==> src/rtl/mux_arb_m.sv <==
// N-channel registered mux/arbiter: fixed-select or round-robin into one output register.
// Optional feature macro MUX_ARB_COUNT_EN adds a 16-bit output-transfer counter (xfer_cnt).
module mux_arb_m #(
   parameter int unsigned WIDTH    = 8,
   parameter int unsigned CHANNELS = 4,
   localparam int unsigned SELW    = $clog2(CHANNELS)
) (
   input  logic                      clk,
   input  logic                      rst_n,
   input  logic [CHANNELS*WIDTH-1:0] in_data,
   input  logic [CHANNELS-1:0]       in_valid,
   output logic [CHANNELS-1:0]       in_ready,
   input  logic                      mode,
   input  logic [SELW-1:0]           sel,
   output logic [WIDTH-1:0]          out_data,
   output logic [SELW-1:0]           out_chan,
   output logic                      out_valid,
   input  logic                      out_ready
`ifdef MUX_ARB_COUNT_EN
   ,
   output logic [15:0]               xfer_cnt
`endif
);

   localparam int unsigned CNTW = 16;

   logic            load_en;
   logic            grant_vld;
   logic [SELW-1:0] grant;
   logic [SELW-1:0] ptr;
   logic            in_xfer;

   // Channel reached after stepping k places upward from base, modulo CHANNELS.
   function automatic logic [SELW-1:0] step_idx(input logic [SELW-1:0] base,
                                                input int unsigned     k);
      int unsigned sum;
      sum = (32'(base) + k) % CHANNELS;
      return SELW'(sum);
   endfunction

   assign load_en = !out_valid || out_ready;

   // Grant selection; round-robin walks down so the nearest requester after ptr wins.
   always_comb begin
      grant_vld = 1'b0;
      grant     = '0;
      if (!mode) begin
         for (int unsigned i = 0; i < CHANNELS; i++) begin
            if (sel == SELW'(i) && in_valid[i]) begin
               grant_vld = 1'b1;
               grant     = SELW'(i);
            end
         end
      end else begin
         for (int unsigned k = CHANNELS; k >= 1; k--) begin
            if (in_valid[step_idx(ptr, k)]) begin
               grant_vld = 1'b1;
               grant     = step_idx(ptr, k);
            end
         end
      end
   end

   always_comb begin
      in_ready = '0;
      for (int unsigned i = 0; i < CHANNELS; i++) begin
         in_ready[i] = load_en && grant_vld && (grant == SELW'(i));
      end
   end

   assign in_xfer = load_en && grant_vld;

   // Output register and fairness pointer.
   always_ff @(posedge clk or negedge rst_n) begin
      if (!rst_n) begin
         out_valid <= 1'b0;
         out_data  <= '0;
         out_chan  <= '0;
         ptr       <= SELW'(CHANNELS - 1);
      end else if (load_en) begin
         out_valid <= grant_vld;
         if (grant_vld) begin
            out_data <= in_data[32'(grant)*WIDTH +: WIDTH];
            out_chan <= grant;
            ptr      <= grant;
         end
      end
   end

`ifdef MUX_ARB_COUNT_EN
   always_ff @(posedge clk or negedge rst_n) begin
      if (!rst_n) begin
         xfer_cnt <= '0;
      end else if (out_valid && out_ready) begin
         xfer_cnt <= xfer_cnt + CNTW'(1);
      end
   end
`else
   localparam int unsigned UNUSED_CNTW = CNTW;
`endif

endmodule

==> config.mk <==
export PLATFORM = sky130hd
export DESIGN_NAME = mux_arb_m
export DESIGN_NICKNAME = d
export VERILOG_FILES = /design/src/rtl/mux_arb_m.sv
export SDC_FILE = /design/constraint.sdc
export NUM_CORES = 1
export LEC_CHECK = 0
export CELL_PAD_IN_SITES_DETAIL_PLACEMENT = 0
export CELL_PAD_IN_SITES_GLOBAL_PLACEMENT = 1
export CORE_MARGIN = 4
export CORE_UTILIZATION = 25
export DETAILED_ROUTE_END_ITERATION = 10
export PLACE_DENSITY = 0.89
export SYNTH_ARGS = -nofsm -noshare
export SYNTH_HDL_FRONTEND = slang
export SYNTH_SLANG_ARGS = --single-unit
==> constraint.sdc <==
create_clock -name clk -period 2 [get_ports clk]
set_input_delay 0.2 -clock clk [delete_from_list [all_inputs] [get_ports clk]]
set_output_delay 0.2 -clock clk [all_outputs]
set_load 0.05 [all_outputs]
==> results of run 1 <==
worst max path at each step:
| stage | startpoint | endpoint | slack [ns] | cells after the start |
|---|---|---|---|---|
| 3_3_place_gp | sel[1] | in_ready[0] | -0.11 | 8 |
| 3_5_place_dp | sel[1] | in_ready[0] | -0.17 | 8 |
| 5_1_grt | ptr[1] | out_data[1] | -0.22 | 8 |
| 4_1_cts | ptr[1] | in_ready[1] | -0.1 | 7 |
| 6_report | ptr[1] | in_ready[3] | -0.12 | 7 |
| 2_1_floorplan | out_valid | in_ready[2] | -0.03 | 6 |
metrics by stage:
| stage | instances | hold slack, ns |
|---|---|---|
| floorplan | 94 | -0.0956 |
| global placement | 207 | 0.471 |
| detailed placement | 207 | 0.467 |
| CTS | 222 | 0.354 |
| global route | 223 | 0.379 |
| finish | 223 | 0.338 |
cells in the mapped netlist, types with 2 or more instances:
library cell	instances
a21oi_1	3
buf_6	3
dfrtp_1	11
dfstp_2	2
inv_1	2
mux2i_1	19
nand2_1	15
nand2b_1	3
nor2_1	7
o21a_1	3
o21ai_0	2
o221ai_1	8
registers in the layout (all words and copies together), names as in the netlist:
signal     cells
out_data       8
out_chan       2
out_valid      1
ptr            2
cell families after synthesis:
family          share of synthesized area, %
compound gates                          19.8
buf+inv                                 5.49
flops                                   35.9
mux                                     22.1
simple gates                            16.7
routing by layer:
| metal | GRT usage [%] | wire [um] | vias to the layer above | part of all wire [%] |
|---|---|---|---|---|
| li1 | - | - | 513 | - |
| met1 | 16.5 | 1330 | 493 | 39 |
| met2 | 27.2 | 1750 | 50 | 52 |
| met3 | 3.61 | 290 | 2 | 8.6 |
| met4 | 3.72 | 8 | 0 | 0.24 |
| met5 | 0 | 0 | - | 0 |
worst reg2reg max path: cells and delay by family (launching register included):
kind | cells | cell delay (ns)
DFF | 1 | 0.57
muxes | 2 | 0.44
buffers and inverters | 3 | 0.37
and+or+nand+nor | 1 | 0.29
AOI/OAI and AO/OA | 2 | 0.28
layout make-up:
cell class                 count  area, um^2  share of cell area, %
clock buffer                   4        45.0                   2.31
inverter                       3        13.8                  0.705
multi-input combinational     74         659                   33.8
sequential                    13         328                   16.8
tap                           46        57.6                   2.95
timing repair buffer          83         848                   43.5
power groups by stage:
stage          Sequential (mW)  Clock (mW)  Combinational (mW)
2_1_floorplan            0.592           0               0.261
3_3_place_gp             0.392           0               0.779
3_5_place_dp             0.395           0               0.791
4_1_cts                  0.391       0.239               0.906
5_1_grt                  0.401       0.254                1.02
6_report                 0.392       0.231               0.964
repair_timing:
action                                  CTS  global route
pin swaps                                11             7
resized for setup                        25            11
setup buffers                            11             2
gates cloned                              0             1
endpoints found under the setup margin    6            12
==> out/results.ini, run 1 <==
[status]
status=complete, but fails checks
violations=negative setup slack

[power]
intPower_mw=0.939
p_clk_share_pct=14.5
pwr-share-seq_pct=24.7
p_comb_share_pct=60.7
power.switching_mw=0.647
ir_drop_v=0.000494
p_total_mw=1.59
switching_share_pct=40.8
power_leakage_nw=0.839
power_density_mw_per_mm2=813

[setup_path]
reg2reg_depth=8
cp_slowest_cell=dfstp_2
cpMostUsedCell=buf_6
r2r-start=ptr[1]
path_class=flop to output pin
crit_buf_inv=3
regToRegSetupSlack_ns=-0.10
crit_chain=mux2i_2 > o32ai_2 > nor3_4 > buf_6 > buf_12 > nor2_4 > buf_6
crit_fanout=3
rr_endpoint=out_data[1]
crit_path_end_kind=output pin
critPathArrivalTime_ns=1.92
crit_family=flip-flops
worstPathRequired_ns=1.80
cp-start-kind=flop
worst_path_largest_cell_delay_ns=0.57

[logic_synthesis]
seq_area_frac_synth_pct=35.9
synthesis.nets=136
synth_edf_count=0
synth_top_area_share_pct=30.2
synthCells=94
synthTopCellsByArea=dfrtp_1, mux2i_1, o221ai_1, nand2_1, dfstp_2
avgSynthCellArea_um2=9.70
synth.distinct_cells=28
yosysWarningCount=0
netlist_area_um2=912
yosys_register_bits=13
synth_flop_cell=dfrtp_1
synth_top_area_cell=dfrtp_1
synthArstFlopShare_pct=100

[placement]
post-place-ws_ns=-0.173
portBuffers=56
placed_area_mm2=0.00165
globalplace.congestion=0.926
dp_hpwl_um=2450

[sta]
fmax_mhz=471
fin_crit_ns=2.12
timing.final.crit_share_pct=106
setup_viol=10
fin_tns_setup_ns=-0.884
maxSlewViolCount=0
tightestPinTransition_ns=0.596
relSlewSlack_pct=60.2
hold_violations=0
finClkSkew_ns=0.00105
fin_ws_ns=-0.122
rsz0062_at_grt=true

[drt]
vias=1058
wire_per_inst_um=15.1
ant_nets=0
drc=0
via_per_inst=4.74
drt_wl_total_um=3380
dr.first_iter.drc_count=52
firstDrtPassIters=5

[final_layout]
fin_util_pct=56.7
final_cell_mix=clkdlybuf4s50_1, buf_4, nand2_1
antenna_cells=0
final_nets=220
final_common_cell=clkdlybuf4s50_1
fillers=297
final_cell_area_mm2=0.00195
layout-drive-gt1-share_pct=34.5
syn2layout_area_growth_pct=114

[clocking]
cts-buffers-inserted=3
ctsHoldBuffers=0
clkTransAtPathRegs_ns=0.05
cts.sinks=13
cts_tree=built
clockBufferDepth=2
clk_latency_ns=0.24
root_buffer=clkbuf_8
cts-htree-levels=1

[floorplan]
die_x_um=68.4
coreArea_mm2=0.00344
initial_core_util_pct=26.5
die_h_um=68.4
io_pins=57
fp.dieArea_mm2=0.00468
fp-row-count=21

[global_routing]
grt.overflow.total=0
grtUsageTotal_pct=14.7
grt_max_degree=14
grt_pass1_wl_um=5170
grt_pass1_vias=1163
antenna_found_initial=0

[min_path]
hold_path.class=input port to asynchronous set/reset pin

[flow_run]
drv_cap=0

(Power assumes the default switching activity.)
==> run 2, diff against run 1 <==
GPL_TIMING_DRIVEN = 0   (was default)
==> run 2 against run 1 <==
The run still ends with negative setup slack left; core utilization is 6.8 points lower; total power is 8.8% lower; critical path depth unchanged; sequential share of layout area up 2.3 points; worst setup slack improved by 0.028 ns; critical path type unchanged; critical endpoint unchanged.
==> out/results.ini, run 2 (synthesis results as in run 1) <==
[power]
power.switching_mw=0.608  ; -6.1%
switching_share_pct=42.0  ; +1.2 points
p_clk_share_pct=15.9  ; +1.4 points
power_leakage_nw=0.754  ; -10%
intPower_mw=0.839  ; -11%
pwr-share-seq_pct=27.0  ; +2.3 points
ir_drop_v=0.000321  ; -35%
p_comb_share_pct=57.0  ; -3.7 points
power_density_mw_per_mm2=842  ; +3.7%

[floorplan]
fp.dieArea_mm2=0.00468  ; unchanged
io_pins=57  ; unchanged
initial_core_util_pct=26.5  ; unchanged
die_x_um=68.4  ; unchanged
die_h_um=68.4  ; unchanged
fp-row-count=21  ; unchanged
coreArea_mm2=0.00344  ; unchanged

[final_layout]
final_cell_area_mm2=0.00172  ; -12%
antenna_cells=0  ; unchanged
final_common_cell=clkdlybuf4s50_1
reg_top3=out_data x8, out_chan x2, ptr x2
syn2layout_area_growth_pct=88.3
fin_util_pct=49.9  ; -6.8 points
final_cell_mix=clkdlybuf4s50_1, mux2i_1, nand2_1
largest_register_ffs=8  ; unchanged
fillers=335  ; +13%
final_nets=207  ; -5.9%
fin_cells=210  ; -5.8%
largest_register=out_data
layout-drive-gt1-share_pct=24.4  ; -10 points

[placement]
dp_cells=196  ; -5.3%
portBuffers=56  ; unchanged
dp_hpwl_um=2280  ; -6.8%
globalplace.congestion=0.820  ; -11%
placed_area_mm2=0.00155  ; -6.5%

[setup_path]
critPathArrivalTime_ns=1.89  ; -0.03 ns
crit_path_end_kind=output pin
cp_slowest_cell=dfstp_2
worstPathRequired_ns=1.80  ; about the same
crit_chain=buf_4 > nand2b_1 > a21oi_2 > a21oi_2 > or3_4 > nor2_4 > buf_6
cpMostUsedCell=a21oi_2
crit_buf_inv=2  ; -1
worst_path_largest_cell_delay_ns=0.40  ; -0.17 ns
crit_family=simple AND/OR/NAND/NOR gates
crit_fanout=6  ; +3
cp-start-kind=flop
path_class=flop to output pin

[global_routing]
antenna_found_initial=0  ; unchanged
grt_max_degree=14  ; unchanged
grt_pass1_vias=1128  ; -3.0%
grtUsageTotal_pct=14.2  ; -0.51 points
grt.overflow.total=0  ; unchanged
grt_pass1_wl_um=4970  ; -3.9%

[drt]
routed.top_layer=met4
vias=1030  ; -2.6%
via_per_inst=4.90  ; +3.4%
drc=0  ; unchanged
drt-met1-wl_um=1330  ; +0.23%
drt_wl_total_um=3140  ; -7.0%
dr.first_iter.drc_count=87  ; +67%
firstDrtPassIters=4  ; -1
wl_met3_um=308  ; +6.2%
wire_per_inst_um=15.0  ; -1.2%
routed-wl-met2_um=1480  ; -15%
ant_nets=0  ; unchanged

[sta]
relSlewSlack_pct=61.6  ; +1.4 points
finClkSkew_ns=0.00106  ; +0.00000655 ns
timing.final.crit_share_pct=105  ; -1.4 points
fin_ws_ns=-0.0936  ; +0.0282 ns
rsz0062_at_grt=true
fin_tns_setup_ns=-0.292  ; +0.591 ns
fmax_mhz=478  ; +1.3%
hold_violations=0  ; unchanged
tightestPinTransition_ns=0.575  ; -0.0206 ns
setup_viol=4  ; -6
fin_crit_ns=2.09  ; -0.0282 ns
maxSlewViolCount=0  ; unchanged

[clocking]
clk_latency_ns=0.24  ; about the same
root_buffer=clkbuf_8
clockBufferDepth=2  ; unchanged
cts-buffers-inserted=3  ; unchanged
clkTransAtPathRegs_ns=0.05  ; about the same
ctsHoldBuffers=0  ; unchanged
cts-htree-levels=1  ; unchanged
cts.sinks=13  ; unchanged
cts_tree=built

[status]
status=complete, but fails checks
violations=negative setup slack

[flow_run]
drv_cap=0  ; unchanged

[min_path]
hold_path.class=input port to asynchronous set/reset pin

## run 2: cell count changes in the layout (fill, tap and decap cells not counted), moves of 2 or more
cell     change
buf_4        -8
buf_12       -4
mux2i_4      -2
mux2i_1      +6
mux2i_2      -4
## run 2: area by class of cell
| cell class | count | area, um^2 | area share, % |
|---|---|---|---|
| Clock buffer | 4 | 45.0 | 2.62 |
| Multi-Input combinational cell | 74 | 602 | 35.0 |
| Tap cell | 46 | 57.6 | 3.35 |
| Inverter | 3 | 13.8 | 0.801 |
| Sequential cell | 13 | 328 | 19.1 |
| Buffer | 2 | 16.3 | 0.947 |
| Timing Repair Buffer | 68 | 656 | 38.2 |
## run 2: per-layer routing
metal / vias to the layer above / GRT usage (%)
li1: 489 / -
met1: 485 / 16.7
met2: 52 / 23.5
met3: 4 / 4.60
met4: 0 / 5.71
met5: - / 0
## run 2: through the flow
step / power [mW] / setup slack, ns / hold WS (ns)
finish: 1.45 / -0.0936 / 0.330
floorplan: 0.853 / -0.0319 / -0.0956
CTS: 1.44 / -0.0421 / 0.355
global route: 1.53 / -0.149 / 0.404
global placement: 1.13 / -0.810 / 0.465
detailed placement: 1.14 / -0.873 / 0.483
## run 2: power by group through the flow
stage,clock network [mW],registers (mW),logic (mW)
after global placement,0,0.390,0.737
after global routing,0.250,0.403,0.876
after detailed placement,0,0.393,0.747
final,0.231,0.391,0.825
after floorplan,0,0.592,0.261
after CTS,0.238,0.392,0.806
## run 2: timing repair
item	4_1_cts	5_1_grt
endpoints found under the setup margin	4	11
setup buffers	10	2
hold endpoints to repair	0	0
pin swaps	5	9
gates resized for setup	42	6
cloned	0	0
## run 2: final timing paths
check	from	to	slack, ns	cells past startpoint
min	rst_n	out_chan[0]	0.33	1
max reg2reg	ptr[1]	out_data[7]	0.02	8
min reg2reg	out_data[0]	out_data[0]	0.49	2
max	ptr[1]	in_ready[3]	-0.09	7
max in group asynchronous	rst_n	ptr[1]	1.29	1
min in group clk	out_data[0]	out_data[0]	0.49	2
## run 2: worst reg2reg max path, cell delays in order, from the launching register on
cell	delay (ns)
dfstp_2	0.60
mux2i_1	0.23
o32ai_2	0.10
nor3_2	0.24
buf_6	0.17
buf_6	0.11
buf_4	0.12
mux2i_1	0.17
o221ai_1	0.11
==> run 3, diff against run 2 <==
CTS_CLUSTER_SIZE = 28   (was default)
MAX_ROUTING_LAYER = met4   (was default)
==> run 3 against run 2 <==
The run still ends with negative setup slack left; critical path depth unchanged; die area unchanged; total power about the same; register-to-register slack about the same; worst setup slack got worse by 0.0019 ns; via count decreased by 0.19%; clock skew unchanged; non-clock buffer count unchanged; global-route usage increased by 0.43 points; clock power about the same; wire length unchanged; flip-flop and latch count unchanged.
==> out/results.ini, run 3 (synthesis results as in run 1) <==
[placement]
portBuffers=56  ; unchanged
dp_hpwl_um=2280  ; unchanged
dp_cells=196  ; unchanged
placed_area_mm2=0.00155  ; unchanged
globalplace.congestion=0.832  ; +1.5%
post-place-ws_ns=-0.873  ; unchanged

[sta]
tightestPinTransition_ns=0.575  ; -0.0000982 ns
timing.final.crit_share_pct=105  ; about the same
setup_viol=4  ; unchanged
maxSlewViolCount=0  ; unchanged
hold_violations=0  ; unchanged
relSlewSlack_pct=61.6  ; about the same
finClkSkew_ns=0.00106  ; unchanged
fmax_mhz=477  ; about the same
rsz0062_at_grt=true
fin_ws_ns=-0.0955  ; -0.00191 ns
fin_crit_ns=2.10  ; +0.00191 ns

[final_layout]
regArea_um2=328  ; unchanged
fin_cells=210  ; unchanged
final_common_cell=clkdlybuf4s50_1
reg_top3=out_data x8, out_chan x2, ptr x2
largest_register=out_data
final_nets=207  ; unchanged
fin_util_pct=49.9  ; unchanged
multi_input_area_um2=602  ; unchanged
antenna_cells=0  ; unchanged
final_cell_area_mm2=0.00172  ; unchanged
fillers=335  ; unchanged
largest_register_ffs=8  ; unchanged
final_cell_mix=clkdlybuf4s50_1, mux2i_1, nand2_1
syn2layout_area_growth_pct=88.3  ; unchanged
layout-drive-gt1-share_pct=24.4  ; unchanged

[drt]
wire_per_inst_um=15.0  ; unchanged
drc=0  ; unchanged
dr.first_iter.drc_count=66  ; -24%
firstDrtPassIters=4  ; unchanged
ant_nets=0  ; unchanged
drt_wl_total_um=3140  ; unchanged
vias=1028  ; -0.19%
via_per_inst=4.90  ; -0.19%

[floorplan]
initial_core_util_pct=26.5  ; unchanged
fp-row-count=21  ; unchanged
io_pins=57  ; unchanged
coreArea_mm2=0.00344  ; unchanged
die_h_um=68.4  ; unchanged
fp.dieArea_mm2=0.00468  ; unchanged
die_x_um=68.4  ; unchanged

[global_routing]
grt_pass1_wl_um=4970  ; +0.12%
grt_max_degree=14  ; unchanged
grt_pass1_vias=1126  ; -0.18%
antenna_found_initial=0  ; unchanged
grt.overflow.total=0  ; unchanged
grtUsageTotal_pct=14.6  ; +0.43 points

[clocking]
clkTransAtPathRegs_ns=0.05  ; about the same
clk_latency_ns=0.24  ; about the same
cts_tree=built
root_buffer=clkbuf_8
clockBufferDepth=2  ; unchanged
cts-buffers-inserted=3  ; unchanged
cts-htree-levels=1  ; unchanged
cts.sinks=13  ; unchanged
ctsHoldBuffers=0  ; unchanged

[power]
ir_drop_v=0.000321  ; about the same
power_leakage_nw=0.754  ; unchanged
power_density_mw_per_mm2=843  ; about the same
p_total_mw=1.45  ; about the same

[setup_path]
critPathArrivalTime_ns=1.90  ; about the same
crit_buf_inv=2  ; unchanged
crit_chain=buf_4 > nand2b_1 > a21oi_2 > a21oi_2 > or3_4 > nor2_4 > buf_6
worstPathRequired_ns=1.80  ; about the same
path_class=flop to output pin
cp_slowest_cell=dfstp_2
crit_fanout=6  ; unchanged
cp-start-kind=flop
crit_path_end_kind=output pin
crit_family=simple AND/OR/NAND/NOR gates
cpMostUsedCell=a21oi_2
worst_path_largest_cell_delay_ns=0.40  ; about the same

[status]
status=complete, but fails checks
violations=negative setup slack

[min_path]
hold_path.class=input port to asynchronous set/reset pin

[flow_run]
drv_cap=0  ; unchanged

[run 3: final cells by class]
class / count / area share [%]
repair buffers: 68 / 38.2
multi-input cells: 74 / 35.0
flip-flops and latches: 13 / 19.1
well taps: 46 / 3.35
clock buffers: 4 / 2.62
plain buffers: 2 / 0.947
inverters: 3 / 0.801
[run 3: repair_timing]
action / 4_1_cts / 5_1_grt
buffers inserted: 10 / 2
pin swaps: 5 / 9
gates resized for setup: 42 / 6
setup endpoints to repair: 4 / 11
[run 3: power by group]
part | internal [mW] | total (mW) | switching, mW
Sequential | 0.339 | 0.391 | 0.0520
Clock | 0.141 | 0.231 | 0.0901
Combinational | 0.359 | 0.826 | 0.466
[run 3: worst paths after layout]
check / from / endpoint / slack (ns) / cells past startpoint
worst max-delay path: ptr[1] / in_ready[3] / -0.1 / 7
worst min-delay path: rst_n / out_chan[0] / 0.33 / 1
worst max register to register: ptr[1] / out_data[7] / 0.02 / 8
worst min register to register: out_data[0] / out_data[0] / 0.49 / 2
max in group asynchronous: rst_n / ptr[1] / 1.29 / 1
min in group clk: out_data[0] / out_data[0] / 0.49 / 2
[run 3: metal layers]
layer  part of all wire, %  vias to the layer above  track usage, %
met1                    44                      489            17.3
li1                      -                      489               -
met3                   8.2                        4            3.78
met4                  0.73                        0            5.71
met2                    47                       46            23.5
met5                     0                        -               -
[run 3: through the flow]
step	TNS, ns	hold WS [ns]
after floorplan	-0.0319	-0.0956
after global placement	-3.98	0.465
after detailed placement	-4.55	0.483
after CTS	-0.132	0.355
after global routing	-1.11	0.404
final	-0.294	0.330
